$ cat src/rtl/apb_req_master.sv
// APB requester: turns a valid/ready request into one APB transfer and returns a response.
// Latency: 3 cycles request-accept to rsp_valid_o for a zero-wait slave, +1 per wait state.
// Backpressure: req_ready_o only in IDLE; the response is held until rsp_ready_i is seen.
module apb_req_master #(
    parameter int ADDR_WIDTH     = 32,
    parameter int DATA_WIDTH     = 32,
    parameter int TIMEOUT_CYCLES = 16
) (
    input  logic                          pclk_i,
    input  logic                          preset_i,
    // request channel
    input  logic                          req_valid_i,
    output logic                          req_ready_o,
    input  logic [ADDR_WIDTH-1:0]         req_addr_i,
    input  logic                          req_write_i,
    input  logic [DATA_WIDTH-1:0]         req_wdata_i,
    input  logic [(DATA_WIDTH+7)/8-1:0]   req_strb_i,
    // response channel
    output logic                          rsp_valid_o,
    input  logic                          rsp_ready_i,
    output logic [DATA_WIDTH-1:0]         rsp_rdata_o,
    output logic                          rsp_err_o,
    // APB requester side
    output logic [ADDR_WIDTH-1:0]         paddr_o,
    output logic                          psel_o,
    output logic                          penable_o,
    output logic                          pwrite_o,
    output logic [DATA_WIDTH-1:0]         pwdata_o,
    output logic [(DATA_WIDTH+7)/8-1:0]   pstrb_o,
    output logic [2:0]                    pprot_o,
    input  logic                          pready_i,
    input  logic [DATA_WIDTH-1:0]         prdata_i,
    input  logic                          pslverr_i
);

    localparam int STRB_WIDTH = (DATA_WIDTH + 7) / 8;
    // Counter only needs to reach TIMEOUT_CYCLES; keep one bit when the timeout is disabled.
    localparam int CNT_WIDTH  = (TIMEOUT_CYCLES > 0) ? $clog2(TIMEOUT_CYCLES + 1) : 1;
    localparam logic [CNT_WIDTH-1:0] TO_VAL = CNT_WIDTH'(TIMEOUT_CYCLES);

    typedef enum logic [1:0] {
        IDLE   = 2'd0,
        SETUP  = 2'd1,
        ACCESS = 2'd2,
        RESP   = 2'd3
    } state_t;

    state_t                  state_q;
    logic                    psel_q;
    logic                    penable_q;
    logic [ADDR_WIDTH-1:0]   paddr_q;
    logic                    pwrite_q;
    logic [DATA_WIDTH-1:0]   pwdata_q;
    logic [STRB_WIDTH-1:0]   pstrb_q;
    logic                    rsp_valid_q;
    logic [DATA_WIDTH-1:0]   rsp_rdata_q;
    logic                    rsp_err_q;
    logic [CNT_WIDTH-1:0]    cnt_q;

    logic [CNT_WIDTH-1:0]    cnt_d;
    logic                    abort_d;

    assign req_ready_o = (state_q == IDLE);
    assign rsp_valid_o = rsp_valid_q;
    assign rsp_rdata_o = rsp_rdata_q;
    assign rsp_err_o   = rsp_err_q;
    assign paddr_o     = paddr_q;
    assign psel_o      = psel_q;
    assign penable_o   = penable_q;
    assign pwrite_o    = pwrite_q;
    assign pwdata_o    = pwdata_q;
    assign pstrb_o     = pstrb_q;
    assign pprot_o     = 3'b000;

    // Wait-cycle counter increment (saturating) and timeout abort decision for the ACCESS phase.
    always_comb begin
        cnt_d   = (cnt_q == TO_VAL) ? cnt_q : cnt_q + 1'b1;
        abort_d = (TIMEOUT_CYCLES > 0) && (cnt_q == TO_VAL) && !pready_i;
    end

    // Transfer FSM with all APB and response outputs registered.
    always_ff @(posedge pclk_i) begin
        if (preset_i) begin
            state_q     <= IDLE;
            psel_q      <= 1'b0;
            penable_q   <= 1'b0;
            paddr_q     <= '0;
            pwrite_q    <= 1'b0;
            pwdata_q    <= '0;
            pstrb_q     <= '0;
            rsp_valid_q <= 1'b0;
            rsp_rdata_q <= '0;
            rsp_err_q   <= 1'b0;
            cnt_q       <= '0;
        end else begin
            case (state_q)
                IDLE: begin
                    if (req_valid_i && req_ready_o) begin
                        state_q   <= SETUP;
                        psel_q    <= 1'b1;
                        penable_q <= 1'b0;
                        paddr_q   <= req_addr_i;
                        pwrite_q  <= req_write_i;
                        // Reads present zero data and strobes on the bus.
                        pwdata_q  <= req_write_i ? req_wdata_i : '0;
                        pstrb_q   <= req_write_i ? req_strb_i  : '0;
                        cnt_q     <= '0;
                    end
                end
                SETUP: begin
                    state_q   <= ACCESS;
                    penable_q <= 1'b1;
                end
                ACCESS: begin
                    if (pready_i) begin
                        state_q     <= RESP;
                        psel_q      <= 1'b0;
                        penable_q   <= 1'b0;
                        rsp_valid_q <= 1'b1;
                        rsp_err_q   <= pslverr_i;
                        rsp_rdata_q <= (!pwrite_q && !pslverr_i) ? prdata_i : '0;
                    end else if (abort_d) begin
                        state_q     <= RESP;
                        psel_q      <= 1'b0;
                        penable_q   <= 1'b0;
                        rsp_valid_q <= 1'b1;
                        rsp_err_q   <= 1'b1;
                        rsp_rdata_q <= '0;
                    end else begin
                        cnt_q <= cnt_d;
                    end
                end
                RESP: begin
                    // Going straight to IDLE means no request is taken in the handshake cycle.
                    if (rsp_ready_i) begin
                        state_q     <= IDLE;
                        rsp_valid_q <= 1'b0;
                    end
                end
                default: begin
                    state_q <= IDLE;
                end
            endcase
        end
    end

endmodule

$ cat config.mk
export PLATFORM = sky130hd
export DESIGN_NAME = apb_req_master
export DESIGN_NICKNAME = d
export VERILOG_FILES = /design/src/rtl/apb_req_master.sv
export SDC_FILE = /design/constraint.sdc
export NUM_CORES = 1
export LEC_CHECK = 0
export ABC_AREA = 1
export BUFFER_PORTS_ARGS = -buffer_cell sky130_fd_sc_hd__buf_2
export CORE_MARGIN = 10
export CORE_UTILIZATION = 30
export DETAILED_ROUTE_END_ITERATION = 6
export GPL_TIMING_DRIVEN = 0
export MAX_ROUTING_LAYER = met4
export PLACE_DENSITY_LB_ADDON = 0.12
export SYNTH_ARGS = -nofsm -noshare
export SYNTH_HDL_FRONTEND = slang
export SYNTH_SLANG_ARGS = --single-unit
$ cat constraint.sdc
create_clock -name pclk_i -period 1.8 [get_ports pclk_i]
set_input_delay 0.36 -clock pclk_i [delete_from_list [all_inputs] [get_ports pclk_i]]
set_output_delay 0.36 -clock pclk_i [all_outputs]
set_load 0.05 [all_outputs]
# Word-level counts from Yosys, hierarchy flattened
# Index checks and enable logic that the tools add are counted.
# op_classes
n_addsub	1
eq_ne	10
n_mux	26
reduce_logical	18
# op_table
op	count
32-bit two-way mux	4
5-bit two-way mux	4
3-bit AND reduction	4
5-bit case mux with 2 select lines	1
1-bit two-way mux	8
2-bit two-way mux	4
2-bit != test, second input constant	4
2-bit case mux with 4 select lines	1
2-bit nonzero test	3
5-bit by 1-bit adder with 5-bit output, second input constant	1
5-bit equality test, second input constant	1
5-bit AND reduction	1
2-bit equality test, second input constant	2
4-bit two-way mux	1
1-bit case mux with 2 select lines	2
2-bit AND reduction	2
1-bit logical AND	3
1-bit zero test	3
3-bit != test, second input constant	1
1-bit case mux with 3 select lines	1
3-bit nonzero test	1
2-bit by 1-bit equality test with 1-bit output, second input constant	1
2-bit zero test	1
2-bit by 1-bit != test with 1-bit output, second input constant	1
# word_totals
ff_bits	112
input_bits	107
out_inout_bits	109
word_cells	66

# Logic depth before layout (Yosys ltp)
# logic_depth
ltp_word	5
ltp_mapped	11
depth_no_buf	11

# Least setup slack after synthesis
# OpenSTA, ideal clock, no wires.
# synth_timing
path_kind	register to register
startpoint	register state_q[0]
endpoint	register pstrb_q[0], in the netlist pstrb_o[0]
setup_ps	70
arrival_time_ps	1762
t_required_ps	1730
setup_slack_ps	-33
stages_incl_launch_ff	10
path_buffers	1
synth_period_minus_slack_ps	1833
path_cell_list	dfxtp_1 inv_1 ha_1 nand2_2 inv_2 nand2_1 inv_2 buf_4 nand2_1 a21oi_1
# synth_via
elab_chain_len	3
# synth_lines
item	line	rtl
start: declaration	48	state_t state_q;
start signal: assignment	84	state_q <= IDLE;
start signal: assignment	99	state_q <= SETUP;
start signal: assignment	111	state_q <= ACCESS;
2-bit zero test *	63	assign req_ready_o = (state_q == IDLE);
via req_ready_o	13	output logic req_ready_o,
1-bit logical AND	98	if (req_valid_i && req_ready_o) begin
2-bit AND reduction (no line) *	--	
end signal: assignment	106	pstrb_q <= req_write_i ? req_strb_i : '0;
end: declaration	54	logic [STRB_WIDTH-1:0] pstrb_q;
# Mark *: on every way through the listed nets, which the timed path passes. The rest lies on a longest branch.
# A chain may end at the register's enable or synchronous reset.

# Final worst setup path
# layout_timing
startpoint	register state_q[1]
endpoint	output req_ready_o
# layout_via
elab_chain_len	1
# layout_lines
item	line
2-bit zero test	63
end: declaration	13
# No other way between the ends.

==> impl_metrics.env <==
export IMPL_holdBufCountCts=0
export IMPL_path_buf_inv=2
export IMPL_antenna_found_initial=2
export IMPL_layout_min_cycle_time_ns=1.661
export IMPL_setup_violations_final=0
export IMPL_ir_drop_v=0.0004797
export IMPL_cp_arrival_ns=1.30
export IMPL_core_region_area_um2=13770
export IMPL_overflow=0
export IMPL_drc=0
export IMPL_num_nets_final=894
export IMPL_maxSlewViolCount=0
export IMPL_place_ws_ns=-0.05021
export IMPL_critical_path_required_ns=1.44
export IMPL_multiInputGateArea_um2=1699
export IMPL_path_cells="inv_1 -> ha_4 -> buf_2"
export IMPL_path_delay_family="buffers and inverters"
export IMPL_reg2reg_from="state_q[1]$_SDFFE_PP0P_"
export IMPL_relSlewSlack=0.5889
export IMPL_ys_ff_latch=112
export IMPL_power_density_nw_per_um2=1435
export IMPL_cts_sinks=112
export IMPL_drv_cap=0
export IMPL_htreeDepth=3
export IMPL_post_route_period_util=0.9229
export IMPL_worst_setup_path_type="register to output pin"
export IMPL_setup_slack_ns=0.1388
export IMPL_rows=43
export IMPL_first_global_vias=4228
export IMPL_max_stage_delay_ns=0.33
export IMPL_clock_skew_ns=0.004490
export IMPL_numCtsBuffers=9
export IMPL_die_height_um=138.0
export IMPL_die_area_um2=19050
export IMPL_place_congestion=0.7880
export IMPL_syn_inst=556
export IMPL_drtIter0Drc=129
export IMPL_slowest_stage="dfxtp_1"
export IMPL_hold_path_class="input pin to register"
export IMPL_grt_use_met1=0.1525
export IMPL_yosys_warnings=0
export IMPL_cp_max_fo=5
export IMPL_status="complete, no violations"
export IMPL_whs_ns=0.2535
export IMPL_start_util=0.3034
export IMPL_cts_root_buf="clkbuf_16"
export IMPL_drtPass1Iterations=5
export IMPL_cts_tree="done"
export IMPL_min_delay_start="req_addr_i[2]"
export IMPL_grt_max_degree=17
export IMPL_met3_usage=0.04212
export IMPL_post_drt_wl_per_cell_um=14.52
export IMPL_grt_pass1_wl_um=21820
export IMPL_syn_area_um2=4179
export IMPL_track_usage=0.1440
export IMPL_clock_latency_ns=0.34
export IMPL_layout_drive_gt1_share=0.3176
export IMPL_boundaryPins=216
export IMPL_use_met2=0.2485
export IMPL_busiest_layer="met2"
export IMPL_tightest_slew_ns=0.6166
export IMPL_vias=4245
export IMPL_hold_viol=0
export IMPL_cts_setup_buffers=0
export IMPL_place_hpwl_um=11070
export IMPL_regArea_um2=2242
export IMPL_die_w_um=138.0
export IMPL_fin_util=0.4178
export IMPL_ys_seq_area_frac=0.5365
export IMPL_syn_area_per_cell_um2=7.516
export IMPL_yosysUniqueCellTypes=19
export IMPL_routed_wl_um=14030
export IMPL_max_freq_ghz=0.6020
export IMPL_p_leak_uw=0.002749
export IMPL_end_kind="output pin"
export IMPL_cts_clk_slew_worst_paths_ns=0.07
export IMPL_crit_path_start_kind="register"
export IMPL_ctsLongestPathBuffers=2
export IMPL_nFillCells=1487
export IMPL_crit_start="state_q[1]$_SDFFE_PP0P_"
export IMPL_vias_per_cell=4.394
export IMPL_port_buffers=211
export IMPL_synthToLayoutAreaGrowth_pct=37.69
export IMPL_finalPower_uw=8255
export IMPL_ant_nets=0
## power breakdown
part / internal, µW / switching [µW] / leakage [µW] / total [µW]
clock: 926 / 860 / 0.000125 / 1790
sequential: 2890 / 217 / 0.000914 / 3110
combinational: 834 / 2520 / 0.00171 / 3360
total: 4650 / 3600 / 0.00275 / 8260
## stage by stage
step | std cells | TNS [ns] | cell area [µm²]
5_1_grt | 966 | -0.0007296 | 5754
6_report | 966 | 0 | 5754
3_5_place_dp | 949 | -0.8849 | 5470
3_3_place_gp | 949 | 0 | 5470
2_1_floorplan | 558 | 0 | 4189
4_1_cts | 964 | 0 | 5733
## worst reg2reg max path: stages, from the launching register on
cell and delay [ns]:
dfxtp_1 0.33, inv_1 0.16, ha_4 0.20, nand2_4 0.12
inv_4 0.13, nand2_1 0.11, inv_4 0.13, buf_4 0.19
nand2_1 0.07, a21oi_1 0.13
## kinds of logic (layout without fill, tap and decap cells)
kind of cell,Yosys count,count (layout),share of synthesized area
and+or+nand+nor,267,267,0.2464
DFF,112,112,0.5365
xor gates and xnor gates,1,1,0.002096
buffers and inverters,60,286,0.06377
adders and majority gates,7,7,0.02096
other,1,5,0.0008973
AOI/OAI and AO/OA,108,108,0.1293
## sequential cells by signal (all words and copies together) (netlist names), 2 cells and up
| register | cells |
|---|---|
| paddr_o | 32 |
| cnt_q | 5 |
| rsp_rdata_o | 32 |
| state_q | 2 |
| pstrb_o | 4 |
| pwdata_o | 32 |
## worst paths after layout
kind / slack, ns / depth (start not counted) / to
setup / recovery: 0.14 / 3 / req_ready_o
hold / removal: 0.25 / 3 / paddr_o[2]$_SDFFE_PP0P_
setup reg to reg: 0.17 / 9 / pwdata_o[0]$_SDFFE_PP0P_
hold reg to reg: 0.45 / 2 / rsp_err_o$_SDFFE_PP0P_
## layer usage
metal	vias up	routed length, µm
met3	17	837
met4	0	294
met1	1913	5696
li1	2195	-
met2	120	7199
met5	-	0
## cell usage after synthesis
library cell,n,area (µm²)
a21oi_1,75,375.4
buf_2,6,30.03
buf_4,9,67.56
clkbuf_1,20,75.07
clkinv_1,1,3.750
conb_1,1,3.750
dfxtp_1,112,2242
ha_1,7,87.58
inv_1,20,75.07
inv_2,4,15.01
nand2_1,172,645.6
nand2_2,2,12.51
nand3_1,10,50.05
nand4_1,3,18.77
nor2_1,79,296.5
nor2_2,1,6.260
o21ai_0,23,115.1
o21ai_1,10,50.05
xor2_1,1,8.760
## final cells by class
type / instances / area share
multi-input combinational: 386 / 0.2953
clock inverter: 4 / 0.003914
tap: 180 / 0.03914
buffer: 35 / 0.03001
timing repair buffer: 211 / 0.1835
sequential: 112 / 0.3896
inverter: 25 / 0.01718
antenna: 2 / 0.0008698
clock buffer: 11 / 0.04044
## placed cells by master, fill, tap and decap left out, drive strengths merged
master and instances:
dfxtp 112, clkinvlp 1, buf 226, clkinv 4
nand4 3, nor2 80, xor2 1, a21oi 75
nand2 174, conb 3, clkbuf 31, inv 24
nand3 10, diode 2, ha 7, o21ai 33
## timing repair
action                                  4_1_cts  5_1_grt
resized for setup                             2        4
endpoints found under the setup margin       30       35
cloned                                        0        0
(Power assumes the default switching activity.)
